==> src/rtl/daq_readout_sched.sv <==
// Readout scheduler: queues accepted L1As, waits out each event's memory write window,
// then hands events one at a time to the readout engine. Optional watchdog: DAQ_SCHED_TIMEOUT_EN.
module daq_readout_sched #(
    parameter int QA_W    = 3,
    parameter int CNT_W   = 12,
    parameter int THR_LVL = 6
) (
    input  logic             clk,
    input  logic             hard_rst,
    input  logic             l1a_acc,
    input  logic             lct_seen,
    input  logic [3:0]       l1a_window,
    input  logic [4:0]       fifo_tbins,
    input  logic [1:0]       fifo_mode,
    input  logic             send_empty,
    output logic             rd_start,
    input  logic             rd_ack,
    input  logic             rd_done,
    output logic [CNT_W-1:0] rd_l1a_num,
    output logic [3:0]       rd_lct_bins,
    output logic [4:0]       rd_raw_bins,
    output logic             throttle,
    output logic [QA_W:0]    occupancy,
    output logic [7:0]       ovf_cnt
`ifdef DAQ_SCHED_TIMEOUT_EN
    ,
    output logic             sched_timeout,
    output logic [7:0]       timeout_cnt
`endif
);

    localparam int              DEPTH    = 2**QA_W;
    localparam logic [QA_W:0]   FULL_LVL = DEPTH[QA_W:0];
    localparam logic [QA_W:0]   THR      = THR_LVL[QA_W:0];
    localparam logic [QA_W:0]   OCC_ONE  = 1;
    localparam logic [QA_W-1:0] PTR_ONE  = 1;
    localparam logic [CNT_W-1:0] NUM_ONE = 1;

    typedef enum logic [1:0] {IDLE, WAIT, PRESENT, BUSY} state_t;

    typedef struct packed {
        logic [CNT_W-1:0] num;
        logic [3:0]       lct;
        logic [4:0]       raw;
        logic [5:0]       dly;
    } entry_t;

    state_t           state, state_nxt;
    entry_t           mem [DEPTH];
    entry_t           new_entry;
    logic [QA_W-1:0]  wr_ptr, rd_ptr;
    logic [QA_W:0]    occ_nxt;
    logic [CNT_W-1:0] l1a_num;
    logic [5:0]       head_cnt;
    logic [4:0]       max_bins;
    logic             full, push, pop, drop;
    logic             timeout_hit;

    // Entry captured from this cycle's configuration; the delay covers the longer write window.
    always_comb begin
        max_bins      = ({1'b0, l1a_window} > fifo_tbins) ? {1'b0, l1a_window} : fifo_tbins;
        new_entry.num = l1a_num;
        new_entry.lct = (lct_seen || send_empty) ? l1a_window : 4'd0;
        new_entry.raw = (fifo_mode != 2'd0) ? fifo_tbins : 5'd0;
        new_entry.dly = {1'b0, max_bins} + 6'd2;
    end

    assign full = (occupancy == FULL_LVL);
    assign pop  = (state == PRESENT) && rd_ack;
    assign push = l1a_acc && (!full || pop);
    assign drop = l1a_acc && full && !pop;

    always_comb begin
        // NOTE: default assignment first so every path drives occ_nxt and no latch is inferred.
        occ_nxt = occupancy;
        case ({push, pop})
            2'b10:   occ_nxt = occupancy + OCC_ONE;
            2'b01:   occ_nxt = occupancy - OCC_ONE;
            default: occ_nxt = occupancy;
        endcase
    end

    // NOTE: queue storage is not reset; pointers and occupancy alone define which slots are valid.
    always_ff @(posedge clk) begin
        if (push) mem[wr_ptr] <= new_entry;
    end

    // NOTE: all sequential state uses non-blocking assignments so every register samples pre-edge values.
    always_ff @(posedge clk or posedge hard_rst) begin
        if (hard_rst) begin
            wr_ptr    <= '0;
            rd_ptr    <= '0;
            occupancy <= '0;
            throttle  <= 1'b0;
            l1a_num   <= '0;
            ovf_cnt   <= '0;
            head_cnt  <= '0;
        end else begin
            if (push) wr_ptr <= wr_ptr + PTR_ONE;
            if (pop)  rd_ptr <= rd_ptr + PTR_ONE;
            occupancy <= occ_nxt;
            throttle  <= (occ_nxt >= THR);
            if (l1a_acc) l1a_num <= l1a_num + NUM_ONE;
            if (drop && ovf_cnt != 8'hFF) ovf_cnt <= ovf_cnt + 8'd1;
            // Only the head counts down; a new head loads its own delay when it arrives.
            if (pop)
                head_cnt <= (occupancy > OCC_ONE) ? mem[rd_ptr + PTR_ONE].dly : new_entry.dly;
            else if (push && occupancy == '0)
                head_cnt <= new_entry.dly;
            else if (occupancy != '0 && head_cnt != '0)
                head_cnt <= head_cnt - 6'd1;
        end
    end

    always_ff @(posedge clk or posedge hard_rst) begin
        if (hard_rst) begin
            rd_l1a_num  <= '0;
            rd_lct_bins <= '0;
            rd_raw_bins <= '0;
        end else if (state == WAIT && head_cnt == '0) begin
            rd_l1a_num  <= mem[rd_ptr].num;
            rd_lct_bins <= mem[rd_ptr].lct;
            rd_raw_bins <= mem[rd_ptr].raw;
        end
    end

`ifdef DAQ_SCHED_TIMEOUT_EN
    logic [15:0] wd_cnt;

    assign timeout_hit = (state == BUSY) && !rd_done && (wd_cnt == 16'hFFFF);

    always_ff @(posedge clk or posedge hard_rst) begin
        if (hard_rst) begin
            wd_cnt      <= '0;
            timeout_cnt <= '0;
        end else begin
            if (state != BUSY)          wd_cnt <= '0;
            else if (wd_cnt != 16'hFFFF) wd_cnt <= wd_cnt + 16'd1;
            if (timeout_hit && timeout_cnt != 8'hFF) timeout_cnt <= timeout_cnt + 8'd1;
        end
    end
`else
    assign timeout_hit = 1'b0;
`endif

    always_ff @(posedge clk or posedge hard_rst) begin
        if (hard_rst) state <= IDLE;
        else          state <= state_nxt;
    end

    always_comb begin
        state_nxt = state;
        case (state)
            IDLE:    if (occupancy != '0) state_nxt = WAIT;
            WAIT:    if (head_cnt == '0)  state_nxt = PRESENT;
            PRESENT: if (rd_ack)          state_nxt = BUSY;
            BUSY:    if (rd_done || timeout_hit) state_nxt = IDLE;
            default: state_nxt = IDLE;
        endcase
    end

    always_comb begin
        rd_start = (state == PRESENT);
`ifdef DAQ_SCHED_TIMEOUT_EN
        sched_timeout = timeout_hit;
`endif
    end

endmodule

==> config.mk <==
export PLATFORM = sky130hd
export DESIGN_NAME = daq_readout_sched
export DESIGN_NICKNAME = d
export VERILOG_FILES = /design/src/rtl/daq_readout_sched.sv
export SDC_FILE = /design/constraint.sdc
export NUM_CORES = 1
export LEC_CHECK = 0
export CAP_MARGIN = 20
export CORE_ASPECT_RATIO = 1.2
export CORE_MARGIN = 5
export CORE_UTILIZATION = 45
export CTS_CLUSTER_DIAMETER = 50
export DETAILED_ROUTE_END_ITERATION = 8
export PLACE_DENSITY = 0.65
export SLEW_MARGIN = 25
export SYNTH_ARGS = -nofsm -noshare
export SYNTH_HDL_FRONTEND = slang
export SYNTH_SLANG_ARGS = --single-unit
==> constraint.sdc <==
create_clock -name clk -period 4.5 [get_ports clk]
set_clock_uncertainty 0.15 [all_clocks]
set_input_delay 0.9 -clock clk [delete_from_list [all_inputs] [get_ports clk]]
set_output_delay 0.9 -clock clk [all_outputs]
set_load 0.005 [all_outputs]
### Word-level counts from Yosys, hierarchy flattened

Memory sizes are Yosys's and may differ from the RTL's. A register that Yosys moved wholly into a read port is not among the register bits.
Index checks and enable logic that the tools add are counted.

| storage, ports and cells | value |
|---|---|
| bits in registers | 39 |
| bits in writable memories | 216 |
| output and inout port bits | 35 |
| word-level logic and storage cells | 66 |
| memories | 1 |

| cells by class | value |
|---|---|
| add/subtract/negate cells | 8 |
| magnitude comparators | 3 |
| eq/ne operators | 11 |
| multiplexer cells | 15 |
| reduce and logical (&&, ||, !) cells | 20 |

Memories:

| memory | depth | bits a word | read ports | clocked after memory_dff | wr ports | RTL line | text |
|---|---|---|---|---|---|---|---|
| mem | 8 | 27 | 2 | 1 | 1 | 49 | `entry_t mem [DEPTH];` |

Operator list:

| kind | count |
|---|---|
| 2-to-1 mux 6 bit | 4 |
| adder 12 x 1 -> 12 bit (second input constant) | 1 |
| 2-to-1 mux 5 bit | 2 |
| adder 8 x 1 -> 8 bit (second input constant) | 1 |
| logical AND 1 bit | 8 |
| 2-to-1 mux 2 bit | 4 |
| != test 8 bit (second input constant) | 1 |
| one-hot mux 2 bit (4 select lines) | 1 |
| one-hot mux 4 bit (2 select lines) | 1 |
| adder 3 x 1 -> 3 bit (second input constant) | 2 |
| adder 5 x 2 -> 6 bit (second input constant) | 1 |
| equality test 2 bit (second input constant) | 3 |
| logical NOT 6 bit | 1 |
| nonzero test 6 bit | 1 |
| subtractor 6 x 1 -> 6 bit (second input constant) | 1 |
| greater-than comparator 4 x 5 -> 1 bit | 1 |
| adder 4 x 1 -> 4 bit (second input constant) | 1 |
| equality test 2 x 1 -> 1 bit (second input constant) | 2 |
| equality test 4 bit (second input constant) | 1 |
| greater-or-equal comparator 4 x 3 -> 1 bit (second input constant) | 1 |
| greater-than comparator 4 x 1 -> 1 bit (second input constant) | 1 |
| logical NOT 4 bit | 1 |
| 2-to-1 mux 4 bit | 1 |
| != test 2 x 1 -> 1 bit (second input constant) | 2 |
| other kinds (10) | 14 |

### Logic depth before layout (Yosys ltp)

Gate-level depths: netlist of the first run.

| depth | value |
|---|---|
| depth after elaboration | 7 |
| mapped depth | 13 |

### Worst setup path after synthesis of the first run

OpenSTA, ideal clock, no wires.

| timing | value |
|---|---|
| path kind | in2reg |
| start point | in rd_ack |
| end point | mem mem[0][0] in the netlist's numbering (enable) |
| arrival | 4.033 ns |
| data required time | 3.871 ns |
| path slack | -0.162 ns |
| stages on the path | 5 |
| path through | and2_1 -> nor3_1 -> nand2b_1 -> clkbuf_1 -> nor4_1 |

| on the way | value |
|---|---|
| word-level cells in the longest chain between the ends | 5 |

RTL lines:

| element | RTL line | text |
|---|---|---|
| start, declared | 17 | `input logic rd_ack,` |
| logical AND 1 bit | 69 | `assign pop = (state == PRESENT) && rd_ack;` |
| logical OR 1 bit | 70 | `assign push = l1a_acc && (!full \|\| pop);` |
| logical AND 1 bit | 70 |  |
| 2-to-1 mux 1 bit | 85 | `if (push) mem[wr_ptr] <= new_entry;` |
| 2-to-1 mux 1 bit (implied by the code) | 85 |  |
| end, declared | 49 |  |

Every way passes these cells.

==> impl_results.md, run 1 <==
* Status: finished, final reports clean
* Syn_area_per_cell at 16.9 um^2
* LEAKAGE at 4.75 nW
* Post-synth EDFFs at ~220
* CTS clk-pin slew, worst paths at approximately 0.06 ns
* Gr usage total at 0.164
* Peak VDD IR at 316 uV
* Number of antenna violations at the first check in global routing at 0
* Placed Cells incl. Taps at 1040
* Sequential fraction of the synthesis area at 0.701
* First-pass GRT wire length at 36.7 mm
* CTS tree: yes
* Number of CTS-inserted buffers at 28
* Element type at the critical path start: input port
* Hold Fails Final Rpt at 0
* Hold Path Origin: rd_raw_bins[4]
* Max-slew violations at 0
* Worst-path cell chain: clkdlybuf4s50_1, inv_1, ha_1, a21oi_1, and2_1, a21oi_1, a21oi_1, inv_1, ha_1, nor2_1, a31oi_1, o211ai_1, o21ai_0
* Largest net degree at the start of global routing at 53
* Chip width at 155 um
* Highest metal used: met4
* Tcrit/Tclk final at 0.747
* Hold Path Class: flip-flop to flip-flop
* Initial Utilization at 0.459
* DR WL/cell at roughly 21 um
* Final Non-Filler Cells at 1092
* Worst-Skew Late Latency at around 0.53 ns
* Detail Placement HPWL at 13.5 mm
* Synth Flop Type: edfxtp_1
* H-tree depth at 1
* Synth unique cells at 57
* Met2 WL at about 12 mm
* Crit Path Max Fanout at 10
* Antenna Cells at 0
* # setup viols final at 0
* FF+latch count, synth at between 200 and 300
* Layout cell share with drive strength beyond 1 at 0.176
* Slew @ Worst Pin at between 0.7 and 0.8 ns
* IO Pins at 53
* Max_slew headroom at 0.489
* Crit Path Class: input port to flip-flop
* Die area at 28600 um^2
* Fmax at 0.297 GHz
* Clk buf depth at 3
* Syn Nets at 712
* Vias/cell at 5.61
* # resized after CTS at 0
* Buffers plus inverters on the worst setup path at 3
* Met1 wire length at between 9 and 10 mm
* Core Rows at 63
* Post-synth ARST share at 0.217
* CP endpoint kind: flip-flop
* Final Power at 8.64 mW
* Synth top area share at 0.569
* Remaining DRCs at 0
* Core Util, Final at 0.539
* Crit path largest cell delay at 0.51 ns
* Clock root cell: clkbuf_16
* Synth Instances at 673
* Final Critical Period at 3.36 ns
* Worst path arrival time at roughly 3.7 ns
* Setup TNS at 0 ns
* Worst path top cell family by delay: compound AO/OA/AOI/OAI gates
* RD Place Congestion at roughly 0.90
* Met3 WL at between 1 and 1.5 mm
* Worst Path Required at 4.79 ns
* I/O Buffers at 52
* Slowest CP cell: clkdlybuf4s50_1
* Sink Count at 276
* Post-CTS Setup Bufs at 0
* Nets@finish at 784
* Mapped Area at 11400 um^2
* Leading area contributor after synthesis: edfxtp_1
* Worst R2R Setup Slack at 1.43 ns
* Yosys warns at 0
* Die Ht at 184 um
* Hold EP: rd_raw_bins[4]
* Vias in the first global route at 6409
* Max Cap Viol at 0
* WHS Path Cells at 2
* Reg2Reg Depth at 13
* # hold bufs at CTS at 0
* DR vias at about 6100
* Unrepaired setup endpoints after global routing: no
* 1st-pass router iterations at 5
* R2R Path End: throttle
* ANT nets after route at 0
* Core ar. at 24800 um^2
* 1st-iter DRT viols at 403
* FF-to-FF Start: state[0]
* Total Wirelength at 22.9 mm
* Crit path top cell by count: a21oi_1
* GRT overflow at 0
* Area delta synth->final at 17.3%
* Power Density at between 600 and 700 nW/um^2
* WHS at 0.329 ns
* Synth area leaders: edfxtp_1 57%, dfrtp_1 13%, mux4_2 11%, mux2i_1 2.5%, ha_1 2.3%
==> cells in the final DEF, fill, tap and decap left out, types with 4 or more instances in the layout <==
master,synthesis,final
edfxtp_1,216,216
dfrtp_1,60,59
mux4_2,54,54
nand2_1,53,53
clkdlybuf4s50_1,0,52
o21ai_0,31,31
mux2i_1,29,29
clkbuf_16,0,29
ha_1,21,21
nor2_1,23,20
xnor2_1,20,20
inv_1,20,19
a21oi_1,15,15
buf_4,1,13
nand3_1,9,9
nand4_1,9,9
and3_1,8,8
nor3_1,11,7
nor2b_1,6,6
clkbuf_1,14,6
nand2b_1,5,5
clkinv_2,0,5
xor2_1,4,4
nor3_2,0,4
bufinv_16,0,4
buf_12,0,4
==> worst reg2reg max path, cell delays in order (launching register included) <==
cell      delay (ns)
dfrtp_1         0.38
inv_1           0.09
ha_1            0.27
and2_1          0.18
buf_4           0.18
nor3_1          0.22
nand2b_1        0.40
inv_1           0.16
ha_1            0.30
inv_1           0.08
o22ai_1         0.06
o21ai_0         0.16
o31ai_1         0.12
a21o_1          0.20
==> cells by family after synthesis <==
family,synth area share
fa+ha+maj,0.0230
flops,0.701
xor+xnor,0.0199
simple gates,0.0592
compound gates,0.0435
buf+inv,0.0173
mux,0.136
==> metal layers <==
metal,up-vias,track usage
li1,2766,-
met1,3150,0.210
met2,168,0.295
met5,-,0
met3,38,0.0216
met4,0,0.0438
==> cells in the mapped netlist, types with 2 or more instances <==
| master | number |
|---|---|
| mux2_2 | 3 |
| buf_2 | 8 |
| a221oi_1 | 2 |
| a21o_1 | 2 |
| nor2b_1 | 6 |
| nand2_1 | 53 |
| nand3_1 | 9 |
| clkbuf_1 | 14 |
| dfrtp_1 | 60 |
| mux4_2 | 54 |
| or3_1 | 3 |
| inv_1 | 20 |
| a22oi_1 | 2 |
| nor3_1 | 11 |
| o21ai_0 | 31 |
| xor2_1 | 4 |
| a211oi_1 | 3 |
| mux2i_1 | 29 |
| buf_1 | 3 |
| edfxtp_1 | 216 |
| nand2b_1 | 5 |
| ha_1 | 21 |
| o21a_1 | 3 |
| and3_1 | 8 |
| a31oi_1 | 3 |
| nor2_1 | 23 |
| and4_1 | 2 |
| xnor2_1 | 20 |
| o22ai_1 | 2 |
| nand4_1 | 9 |
| and2_1 | 3 |
| a21oi_1 | 15 |
| o31ai_1 | 2 |
==> how the worst max path moves through the flow <==
stage          depth (start not counted)     endpoint  slack, ns           from
2_1_floorplan                          7    mem[1][0]       0.37         rd_ack
5_1_grt                               12  head_cnt[5]       1.01  fifo_tbins[3]
3_5_place_dp                          12  head_cnt[5]       0.66  fifo_tbins[3]
4_1_cts                               12  head_cnt[5]       1.19  fifo_tbins[3]
3_3_place_gp                          12  head_cnt[5]       0.85  fifo_tbins[3]
6_report                              13  head_cnt[2]       1.14  fifo_tbins[3]
==> metrics by stage <==
stage | instance area [um^2] | setup WS [ns]
2_1_floorplan | 11400 | 0.372
3_3_place_gp | 12400 | 0.850
3_5_place_dp | 12400 | 0.655
4_1_cts | 13400 | 1.19
5_1_grt | 13400 | 1.01
6_report | 13400 | 1.14
==> cell type report <==
| class | count | area [um^2] |
|---|---|---|
| clock buffer | 35 | 748 |
| timing repair buffer | 69 | 698 |
| multi-input combinational | 350 | 3260 |
| fill | 2010 | 11500 |
| tap | 325 | 407 |
| inverter | 20 | 75.1 |
| sequential | 276 | 7990 |
| clock inverter | 17 | 199 |
==> registers in the layout, indices dropped and copies added, names as in the netlist <==
signal,count
throttle,1
rd_l1a_num,12
occupancy,4
head_cnt,6
mem,216
state,2
ovf_cnt,8
rd_lct_bins,4
wr_ptr,3
rd_ptr,3
l1a_num,12
rd_raw_bins,5
==> where the power goes <==
part           leakage (nW)  internal [mW]  switching (mW)
combinational          1.53           1.26            1.29
sequential             2.76           3.36           0.384
clock                 0.462           1.41           0.923
(Power assumes the default switching activity.)
==> inputs of run 2 (changes only) <==
Settings changed: PLACE_DENSITY 0.65 to 0.62.
Clock period 4.5 ns to 3.11 ns, I/O delays scaled along.
==> run 2 against run 1 <==
Compared with the run above: cell count increased by 2.1%; clock-buffer cell count stayed put; global-route usage grew 0.14 points; hold slack got worse by 0.014 ns; largest cell class unchanged; highest routed layer unchanged.
==> impl_results.md, run 2 (synthesis gave the netlist of run 1 again) <==
* Worst-Skew Late Latency at 0.52 ns
* 1st-iter DRT viols at 477
* Vias/cell at 5.54
* Remaining DRCs at 0
* Layout cell share with drive strength beyond 1 at 0.200
* Number of antenna violations at the first check in global routing at 0
* Largest register FFs at 216
* # resized after CTS at 0
* Filler instances at 1984
* Post-route setup slack at 0.195 ns
* H-tree depth at 1
* I/O Buffers at 52
* Vias in the first global route at 6722
* Top reg by flops: mem
* DR vias at ~6200
* Antenna Cells at 0
* 1st-pass router iterations at 4
* Initial Utilization at 0.459
* Dpl ws at -0.293 ns
* Total Wirelength at roughly 23 mm
* Area delta synth->final at 18.8%
* Final Power at 12.3 mW
* Final Non-Filler Cells at 1115
* Largest registers: mem x216, l1a_num x12, rd_l1a_num x12
* DR WL/cell at between 20 and 25 um
* Slew @ Worst Pin at 0.669 ns
* Number of CTS-inserted buffers at 27
* Largest net degree at the start of global routing at 56
* LEAKAGE at 4.84 nW
* Chip width at 155 um
* Clk buf depth at 3
* Clock root cell: clkbuf_16
* Detail Placement HPWL at 13.6 mm
* CTS clk-pin slew, worst paths at around 0.060 ns
* Worst Path Required at around 3.2 ns
* Worst path arrival time at 3.01 ns
* Crit Path Class: input port to flip-flop
* Post-CTS Setup Bufs at 0
* Max Cap Viol at 0
* Unrepaired setup endpoints after global routing: no
* Commonest non-fill, non-tap cell in the layout: edfxtp_1
* Sink Count at roughly 280
* Core Rows at 63
* Max_slew headroom at 0.554
* Peak VDD IR at about 540 uV
* Core ar. at 24800 um^2
* Tcrit/Tclk final at 0.937
* ANT nets after route at 0
* Crit Path Max Fanout at 8
* Status: finished, final reports clean
* Element type at the critical path start: input port
* # hold bufs at CTS at 0
* # setup viols final at 0
* Placed cell areas at 12700 um^2
* GRT overflow at 0
* Hold Fails Final Rpt at 0
* Fin area at 13500 um^2
* Fmax at 0.343 GHz
* CP endpoint kind: flip-flop
* Nets@finish at 809
* Final Critical Period at 2.91 ns
* Most frequent cells in the layout: 216 x edfxtp_1, 59 x dfrtp_1, 54 x mux4_2
* Gr usage total at 0.165
* CTS tree: yes
* Die area at 28600 um^2
* Hold Path Class: input port to async pin
* Die Ht at 184 um
* Placed Cells incl. Taps at roughly 1100
* IO Pins at 53
* RD Place Congestion at 0.840
* Max-slew violations at 0
* First-pass GRT wire length at roughly 37 mm
* Power Density at about 900 nW/um^2
==> run 2: layer usage <==
layer  up-vias  global-route usage  wire length, um
met4         0              0.0522              636
met5         -                   0                0
met1      3145               0.213             9490
li1       2824                   -                -
met3        48              0.0211             1070
met2       155               0.293            11900
==> run 2: worst max-delay path, cell delays in order <==
cell	delay, ns
clkdlybuf4s50_1	0.47
inv_1	0.06
ha_1	0.35
nand3_1	0.12
and2_1	0.18
a21oi_1	0.34
o21ai_0	0.15
ha_1	0.23
o21a_1	0.13
or2_2	0.37
==> run 2: final timing paths <==
path	startpoint	endpoint	slack (ns)	depth (start not counted)
setup reg to reg	state[0]	throttle	0.52	12
min in group clk	rd_lct_bins[1]	rd_lct_bins[1]	0.33	2
setup / recovery	fifo_tbins[3]	mem[2][3]	0.20	10
max in group asynchronous	hard_rst	rd_ptr[0]	1.93	3
hold reg to reg	rd_lct_bins[1]	rd_lct_bins[1]	0.33	2
hold / removal	hard_rst	rd_l1a_num[1]	0.31	2
==> run 2: metrics by stage <==
step / setup TNS (ns) / utilization / hold WS [ns]
5_1_grt: 0 / 0.545 / 0.346
3_3_place_gp: -3.62 / 0.512 / 0.310
6_report: 0 / 0.545 / 0.315
2_1_floorplan: -59.50 / - / 0.323
3_5_place_dp: -7.52 / 0.512 / 0.320
4_1_cts: 0 / 0.545 / 0.319
==> run 2: layout make-up <==
class | count | area (um^2) | area share
multi-input combinational | 350 | 3270 | 0.242
tap | 325 | 407 | 0.0300
sequential | 276 | 7990 | 0.590
inverter | 20 | 75.1 | 0.00554
timing repair buffer | 95 | 968 | 0.0715
clock inverter | 14 | 101 | 0.00748
clock buffer | 35 | 726 | 0.0536
==> run 2: report_power, final <==
part           total (mW)  switching [mW]  internal [mW]
registers            5.33           0.471           4.86
logic                3.93            1.98           1.95
clock network        3.04            1.31           1.73
==> inputs of run 3 (changes only) <==
Settings changed: HOLD_SLACK_MARGIN set to 0.05.
==> results of run 3 <==
The final DEF is identical to that of run 2; final timing and power are the same.
